File: config.mk
export PLATFORM = sky130hd
export DESIGN_NAME = sdram_arbiter
export DESIGN_NICKNAME = d
export VERILOG_FILES = /design/src/rtl/sdram_arbiter.sv
export SDC_FILE = /design/constraint.sdc
export NUM_CORES = 1
export LEC_CHECK = 0
export CORE_MARGIN = 2
export CORE_UTILIZATION = 38
export DETAILED_ROUTE_END_ITERATION = 10
export PLACE_DENSITY = 0.83
export SKIP_LAST_GASP = 1
export SYNTH_ARGS = -nofsm -noshare
export SYNTH_HDL_FRONTEND = slang
export SYNTH_SLANG_ARGS = --single-unit
File: constraint.sdc
create_clock -name clk50mhz -period 1.85 [get_ports clk50mhz]
set_clock_uncertainty 0.2 [all_clocks]
set_input_delay 0.555 -clock clk50mhz [delete_from_list [all_inputs] [get_ports clk50mhz]]
set_output_delay 0.555 -clock clk50mhz [all_outputs]
set_load 0.05 [all_outputs]
File: src/rtl/sdram_arbiter.sv
`default_nettype none
// ============================================================================
// Module      : sdram_arbiter
// Description : Two-port (CPU / video) arbiter feeding the level-strobed,
//               ack-less SDRAM controller port with fixed hold and gap windows.
// Revision    : 1.0 - initial release
// ============================================================================
module sdram_arbiter #(
    parameter int WAIT_CYCLES = 12,
    parameter int GAP_CYCLES  = 3
) (
    input  logic        clk50mhz,
    input  logic        reset_n,
    input  logic [21:0] cpu_addr,
    input  logic [7:0]  cpu_wdata,
    input  logic        cpu_rd,
    input  logic        cpu_wr,
    output logic [7:0]  cpu_rdata,
    output logic        cpu_ready,
    input  logic [21:0] vid_addr,
    input  logic        vid_req,
    output logic [7:0]  vid_rdata,
    output logic        vid_ack,
    output logic [21:0] sd_addr,
    output logic [7:0]  sd_data,
    output logic        sd_rd,
    output logic        sd_we_n,
    input  logic [7:0]  sd_odata
);

    localparam int c_MAX_CNT = (WAIT_CYCLES > GAP_CYCLES) ? WAIT_CYCLES : GAP_CYCLES;
    localparam int c_CNT_W   = $clog2(c_MAX_CNT + 1);
    localparam logic [c_CNT_W-1:0] c_WAIT_LAST = c_CNT_W'(WAIT_CYCLES - 1);
    localparam logic [c_CNT_W-1:0] c_GAP_LAST  = c_CNT_W'(GAP_CYCLES - 1);
    localparam logic [c_CNT_W-1:0] c_CNT_ONE   = c_CNT_W'(1);

    typedef enum logic [1:0] {
        ST_IDLE  = 2'd0,
        ST_ISSUE = 2'd1,
        ST_DONE  = 2'd2,
        ST_GAP   = 2'd3
    } state_t;

    state_t               r_state;
    state_t               w_next_state;
    logic [c_CNT_W-1:0]   r_cnt;
    logic                 r_last_vid;
    logic                 r_gnt_vid;
    logic                 r_gnt_wr;
    logic                 w_cpu_req;
    logic                 w_grant;
    logic                 w_grant_vid;
    logic                 w_grant_wr;
    logic                 w_issue_end;
    logic                 w_cnt_run;

    assign w_cpu_req = cpu_rd | cpu_wr;

    always_ff @(posedge clk50mhz or negedge reset_n) begin
        if (!reset_n) begin
            r_state <= ST_IDLE;
            r_cnt   <= '0;
        end else begin
            r_state <= w_next_state;
            r_cnt   <= w_cnt_run ? (r_cnt + c_CNT_ONE) : '0;
        end
    end

    always_comb begin
        w_next_state = r_state;
        w_grant      = 1'b0;
        w_grant_vid  = 1'b0;
        w_grant_wr   = 1'b0;
        w_issue_end  = 1'b0;
        w_cnt_run    = 1'b0;
        case (r_state)
            ST_IDLE: begin
                if (vid_req || w_cpu_req) begin
                    w_grant      = 1'b1;
                    // Round-robin only matters under contention; a lone requester always wins.
                    w_grant_vid  = vid_req && (!w_cpu_req || !r_last_vid);
                    w_grant_wr   = !w_grant_vid && cpu_wr;
                    w_next_state = ST_ISSUE;
                end
            end
            ST_ISSUE: begin
                if (r_cnt == c_WAIT_LAST) begin
                    w_issue_end  = 1'b1;
                    w_next_state = ST_DONE;
                end else begin
                    w_cnt_run = 1'b1;
                end
            end
            ST_DONE: begin
                w_next_state = ST_GAP;
            end
            ST_GAP: begin
                if (r_cnt == c_GAP_LAST) begin
                    w_next_state = ST_IDLE;
                end else begin
                    w_cnt_run = 1'b1;
                end
            end
            default: begin
                w_next_state = ST_IDLE;
            end
        endcase
    end

    always_ff @(posedge clk50mhz or negedge reset_n) begin
        if (!reset_n) begin
            sd_addr    <= '0;
            sd_data    <= '0;
            sd_rd      <= 1'b0;
            sd_we_n    <= 1'b1;
            cpu_ready  <= 1'b0;
            vid_ack    <= 1'b0;
            cpu_rdata  <= '0;
            vid_rdata  <= '0;
            r_last_vid <= 1'b0;
            r_gnt_vid  <= 1'b0;
            r_gnt_wr   <= 1'b0;
        end else begin
            cpu_ready <= w_issue_end && !r_gnt_vid;
            vid_ack   <= w_issue_end && r_gnt_vid;
            if (w_grant) begin
                sd_addr    <= w_grant_vid ? vid_addr : cpu_addr;
                if (w_grant_wr) begin
                    sd_data <= cpu_wdata;
                end
                sd_rd      <= !w_grant_wr;
                sd_we_n    <= !w_grant_wr;
                r_gnt_vid  <= w_grant_vid;
                r_gnt_wr   <= w_grant_wr;
                r_last_vid <= w_grant_vid;
            end
            // Controller data is valid by the end of the worst-case window.
            if (w_issue_end) begin
                sd_rd   <= 1'b0;
                sd_we_n <= 1'b1;
                if (!r_gnt_wr) begin
                    if (r_gnt_vid) begin
                        vid_rdata <= sd_odata;
                    end else begin
                        cpu_rdata <= sd_odata;
                    end
                end
            end
        end
    end

endmodule
`default_nettype wire

==> results of run 1 <==
[final cells by class]
| type | count | area [µm²] |
|---|---|---|
| timing repair buffer | 138 | 1900 |
| fill | 471 | 1830 |
| sequential | 58 | 1450 |
| multi-input combinational | 151 | 1210 |
| clock buffer | 11 | 151 |
| tap | 96 | 120 |
| clock inverter | 5 | 100 |
| inverter | 26 | 97.6 |
| antenna | 2 | 5.00 |
[logic make-up after synthesis]
kind of cell,Yosys count,share of synthesized area
compound gates,73,0.175
mux,25,0.104
simple gates,45,0.0835
xor+xnor,2,0.00646
buf+inv,44,0.0683
flops,58,0.536
fa+ha+maj,6,0.0277
[cell usage in the layout, fill, tap and decap left out, types with 2 or more instances in the layout]
cell type and count:
and3_1 2, nor2_1 7, o21ai_0 22, clkdlybuf4s50_1 60
nand2b_1 2, bufinv_16 3, ha_4 2, a21oi_1 22
a31o_2 22, mux2_2 17, buf_12 57, inv_1 24
dlygate4sd2_1 3, clkbuf_8 11, mux2_4 8, a22o_1 2
diode_2 2, nand2_1 25, ha_1 3, o31ai_4 2
buf_4 17, inv_2 2, clkinv_2 2, dfrtp_1 56
[power by group through the flow]
stage                     Combinational (mW)  Sequential (mW)  Clock (mW)
after floorplan                         1.12             3.17           0
after global placement                  4.36             2.16           0
after detailed placement                4.46             2.19           0
after CTS                               4.57             2.18        1.48
after global routing                    4.95             2.24        1.54
final                                   4.69             2.19        1.45
[sequential cells by signal (all words and copies together), names as in the netlist]
register	cells
sd_addr	22
cpu_rdata	8
sd_data	8
vid_rdata	8
r_cnt	4
r_state	2
cpu_ready	1
r_gnt_vid	1
r_gnt_wr	1
sd_rd	1
sd_we_n	1
vid_ack	1
[worst min path at each step]
stage | startpoint | end | depth (start not counted)
2_1_floorplan | reset_n | cpu_rdata[0] | 0
3_3_place_gp | r_cnt[0] | r_cnt[0] | 1
3_5_place_dp | r_cnt[0] | r_cnt[0] | 1
4_1_cts | reset_n | vid_rdata[7] | 2
5_1_grt | reset_n | cpu_rdata[1] | 2
6_report | reset_n | sd_addr[20] | 2
[worst max-delay path, stage by stage (launching register included)]
cell     delay [ns]
dfrtp_1        0.42
inv_2          0.11
ha_4           0.13
or4b_4         0.47
o31ai_4        0.08
mux2_4         0.33
[what timing repair did]
item                                    CTS  global route
buffers inserted                          1             5
resized for setup                        12            16
endpoints found under the hold margin     0             0
pin swaps                                 3             3
endpoints found under the setup margin   45            34
[metrics by stage]
step                setup TNS (ns)  power (mW)  setup WS (ns)  hold WS [ns]
floorplan                  -0.0291        4.29        -0.0291        0.0594
global placement            -11.88        6.52         -0.427         0.268
detailed placement          -13.21        6.66         -0.484         0.281
CTS                        -0.0217        8.23        -0.0217        0.0276
global route                -0.235        8.73        -0.0425        0.0357
finish                    -0.00897        8.33       -0.00897        0.0300
[Yosys cell counts (all sizes together)]
cell type | instances | area [µm²]
nor4bb | 1 | 10.0
o21ai | 23 | 119
mux2 | 25 | 282
and3b | 1 | 8.76
nand3 | 1 | 5.00
inv | 26 | 97.6
nand4b | 1 | 15.0
and2 | 1 | 6.26
xnor2 | 1 | 8.76
and3 | 2 | 12.5
nor4b | 1 | 8.76
a22oi | 1 | 7.51
clkbuf | 7 | 26.3
or3 | 1 | 6.26
nand2b | 2 | 12.5
o31ai | 2 | 20.0
a21oi | 22 | 110
o211ai | 1 | 7.51
a31o | 22 | 193
xor2 | 1 | 8.76
nand4bb | 1 | 11.3
or4b | 1 | 10.0
dfrtp | 57 | 1430
a22o | 2 | 17.5
nor2 | 7 | 26.3
dfstp | 1 | 26.3
ha | 6 | 75.1
buf | 11 | 61.3
nand2 | 25 | 93.8
[routing by layer]
layer,vias up,global-route usage
met2,86,0.338
met3,8,0.0597
met1,1147,0.230
met4,0,0.0744
met5,-,0
li1,1137,-
==> key figures, run 1 <==
Status
  • Status: complete, but fails checks
  • Failing checks: setup timing

STA
  • Worst Tran Pin Value: 0.351 ns
  • Setup ws final: -0.00897 ns
  • Hold Vio Cnt, Final: 0
  • Tmin final: 1.86 ns
  • Final Cycle Share: 1.00
  • Max_slew headroom: 0.765
  • Max Clk Rate: 538 MHz
  • Max-slew violations: 0
  • Setup Viol. Count Final: 1
  • RSZ-0062 raised after global routing: true

Setup path
  • Arrival @ worst endpoint: 1.86 ns
  • CP Launch Point: r_state[1]
  • CP Class: flop to flop
  • RR Endpoint: r_state[1]
  • Setup crit end kind: flop
  • Req. time, crit path: 1.85 ns
  • CP endpoint: r_state[1]
  • Flop2flop setup slack: -0.009 ns
  • Startpoint class of the critical path: flop
  • FF-to-FF Start: r_state[1]
  • R2R depth: 5
  • Crit path max fanout: 3

Final layout
  • Finished Cell Area: 0.00503 mm²
  • Final nets: 455
  • Layout area overhead: 85.6%
  • Final std cells w/o fill: 487
  • Layout cells sized above 1: 0.393
  • Final Core Density: 0.733

Die
  • Width of the die: 88.5 µm
  • # rows: 30
  • Die area: 0.00783 mm²
  • # IOs: 115
  • Initial core utilization: 0.395
  • Die Y: 88.5 µm
  • Core area: 0.00687 mm²

Power and ir drop
  • Sequential power share: 0.263
  • P_leak: 2.31 nW
  • Maximum vdd ir drop: 886 µV
  • PwrDens: 1650 mW/mm²
  • Switching Share: 0.394
  • Clock Power Share: 0.175
  • Comb pwr share: 0.563
  • NetSw: 3.28 mW
  • Cell Int Power: 5.05 mW

Synth
  • Syn Inst Count: 253
  • Post-synthesis sequential area ratio: 0.536
  • Netlist cell types: 33
  • Synthesized Nets: 324
  • Cell Area, Synth: 0.00271 mm²
  • Warning count from the yosys run: 0
  • Syn_area_per_cell: 10.7 µm²
  • Synth Register Bits: 58

Clock network
  • Clk sinks: 58
  • Maximum root-to-sink buffer count: 2
  • H-tree levels: 3
  • CTS tree: done
  • Worst-path clk slew: 0.07 ns
  • Clock insertion delay at the later pin of the skew report: 0.33 ns
  • CTS Hold Bufs: 0
  • Root buf cell: clkbuf_8
  • CTS Buf Count: 9

GRT
  • First-pass GRT wire length: 11,600 µm
  • Overflow after GRT: 0
  • Vias in the first global route: 2,350
  • Initial antenna violation count: 1
  • Total Routing Usage GR: 0.196
  • Maximum number of pins on one net before global-route repair: 59

Drt
  • Metal-1 WL: 2810 µm
  • Detailed Routing Iterations Pass 1: 4
  • Via Count: 2,378
  • Detailed Route WL: 7400 µm
  • Vias per inst: 4.88
  • Met2 Routed Length: 3910 µm
  • # DRC: 0
  • Iter 0 DRT Violations: 49
  • Met3 WL: 561 µm
  • DR top layer: met4
  • Antenna Violating Nets Remaining: 0
  • DR WL/cell: 15.2 µm

Place
  • Placed inst area: 0.00462 mm²
  • I/O Buffers: 114
  • Final RePlAce weighted congestion: 0.804
  • Placed insts: 463
  • Final HPWL DP: 5400 µm

Run
  • Max-Cap Viols: 0

Min path
  • Min-delay worst type: primary input to asynchronous set/reset pin
Note: power is estimated with default switching activity, not from simulation.
==> inputs of run 2 (changes only) <==
Settings changed: CAP_MARGIN set to 20.
==> results of run 2 <==
The final DEF is identical to that of run 1; final timing and power are the same.
==> inputs of run 3 (changes only) <==
Settings changed: CTS_BUF_LIST set to sky130_fd_sc_hd__clkbuf_16.
==> key figures, run 3 (synthesis results as in run 1) <==
Status
  • Status: complete, no violations

Final layout
  • Most common cell after layout, fill and taps aside: clkdlybuf4s50_1
  • Fill cell count: 464 (-1.5%)
  • Max reg flops: 22 (unchanged)
  • Sequential Area: 0.00145 mm² (about the same)
  • Antenna Diode Count: 0 (-2)
  • Layout cells sized above 1: 0.390 (-0.00357)
  • Multi-input logic area: 0.00117 mm² (-2.7%)
  • Top reg by flops: sd_addr
  • Most frequent cells in the layout: clkdlybuf4s50_1 (60), dfrtp_1 (57), buf_12 (57), nand2_1 (25)
  • Final nets: 456 (+0.22%)
  • Final Core Density: 0.744 (+0.0109)
  • Layout area overhead: 88.4%

Clock network
  • Root buf cell: clkbuf_16
  • CTS Buf Count: 9 (unchanged)
  • Maximum root-to-sink buffer count: 2 (unchanged)
  • Clock insertion delay at the later pin of the skew report: 0.32 ns (about the same)
  • Worst-path clk slew: 0.05 ns (-0.02 ns)
  • CTS Hold Bufs: 0 (unchanged)
  • Clk sinks: 58 (unchanged)
  • CTS tree: done
  • H-tree levels: 3 (unchanged)

STA
  • Max_slew headroom: 0.770 (+0.00498)
  • Setup Viol. Count Final: 0 (-1)
  • RSZ-0062 raised after global routing: true
  • Setup TNS: 0 ns (+0.00897 ns)
  • Final Cycle Share: 0.990 (-0.0147)
  • Worst Tran Pin Value: 0.345 ns (-0.00598 ns)
  • Setup ws final: 0.0181 ns (+0.0271 ns)
  • Max-slew violations: 0 (unchanged)
  • Tmin final: 1.83 ns (-0.0271 ns)
  • Hold Vio Cnt, Final: 0 (unchanged)
  • Max Clk Rate: 546 MHz (+1.5%)

Setup path
  • Crit path max fanout: 8 (+5)
  • Startpoint class of the critical path: flop
  • Arrival @ worst endpoint: 1.83 ns (-0.03 ns)
  • Req. time, crit path: 1.84 ns (about the same)
  • CP Class: flop to flop
  • Setup crit end kind: flop

Min path
  • Min-delay worst type: primary input to asynchronous set/reset pin

GRT
  • Initial antenna violation count: 0 (-1)
  • Vias in the first global route: 2,379 (+1.2%)
  • Overflow after GRT: 0 (unchanged)
  • First-pass GRT wire length: 11,800 µm (+1.8%)
  • Maximum number of pins on one net before global-route repair: 59 (unchanged)
  • Total Routing Usage GR: 0.201 (+0.00495)

Die
  • Width of the die: 88.5 µm (unchanged)
  • Die Y: 88.5 µm (unchanged)
  • Initial core utilization: 0.395 (unchanged)
  • # IOs: 115 (unchanged)
  • # rows: 30 (unchanged)
  • Die area: 0.00783 mm² (unchanged)
  • Core area: 0.00687 mm² (unchanged)

Place
  • Final HPWL DP: 5400 µm (unchanged)
  • Worst slack after detailed placement: -0.484 ns (unchanged)
  • Final RePlAce weighted congestion: 0.804 (unchanged)
  • I/O Buffers: 114 (unchanged)

Drt
  • # DRC: 0 (unchanged)
  • Antenna Violating Nets Remaining: 0 (unchanged)
  • Detailed Route WL: 7560 µm (+2.1%)
  • Vias per inst: 4.94 (+1.3%)
  • Via Count: 2,403 (+1.1%)
  • Iter 0 DRT Violations: 60 (+22%)
  • DR WL/cell: 15.6 µm (+2.3%)
  • Detailed Routing Iterations Pass 1: 4 (unchanged)

Run
  • Max-Cap Viols: 0 (unchanged)

Power and ir drop
  • P_leak: 2.33 nW (+0.80%)
  • Final Power: 8.84 mW (+6.2%)
  • Maximum vdd ir drop: 994 µV (+12%)
  • PwrDens: 1730 mW/mm² (+4.7%)
==> run 3: layout make-up <==
class | instances | area share
Timing Repair Buffer | 139 | 0.378
Sequential cell | 58 | 0.284
Multi-Input combinational cell | 151 | 0.230
Clock buffer | 9 | 0.0441
Tap cell | 96 | 0.0235
Clock inverter | 7 | 0.0211
Inverter | 26 | 0.0191
==> run 3: per-layer routing <==
layer,part of all wire,wire [µm],GRT usage,vias up
met5,0,0,0,-
met4,0.0085,64,0.0744,0
met3,0.069,519,0.0588,5
met2,0.53,4030,0.350,86
met1,0.39,2940,0.235,1173
li1,-,-,-,1139
==> run 3: worst paths after layout <==
path | startpoint | slack, ns | to | cells after the start
hold / removal | reset_n | 0.04 | vid_rdata[3] | 2
max in group asynchronous | reset_n | 1.12 | sd_we_n | 2
setup reg to reg | r_cnt[1] | 0.02 | cpu_rdata[4] | 5
setup / recovery | r_cnt[1] | 0.02 | cpu_rdata[4] | 5
hold reg to reg | r_gnt_wr | 0.32 | r_gnt_wr | 2
min in group clk50mhz | r_gnt_wr | 0.32 | r_gnt_wr | 2
==> run 3: where the power goes <==
| part | internal [mW] | leakage [nW] | switching (mW) | total [mW] |
|---|---|---|---|---|
| Combinational | 2.47 | 1.46 | 2.35 | 4.82 |
| Sequential | 1.71 | 0.706 | 0.479 | 2.19 |
| Clock | 1.30 | 0.164 | 0.540 | 1.84 |
==> run 3: critical path, stage by stage (launching register included) <==
cell       delay (ns)
dfrtp_1          0.40
ha_2             0.21
and3b_2          0.25
nand4bb_1        0.16
buf_12           0.15
mux2_2           0.34
==> run 3: repair_timing <==
| action | in CTS | in global routing |
|---|---|---|
| cloned | 1 | 0 |
| setup buffers | 3 | 3 |
| gates resized for setup | 14 | 17 |
| pin swaps | 3 | 1 |
| setup endpoints to repair | 46 | 45 |
==> run 3: stage by stage <==
stage / area [µm²] / hold slack (ns) / instances
after floorplan: 2710 / 0.0594 / 253
after global placement: 4620 / 0.268 / 463
after detailed placement: 4620 / 0.281 / 463
after CTS: 5050 / 0.0483 / 483
after global routing: 5110 / 0.0589 / 486
final: 5110 / 0.0432 / 486
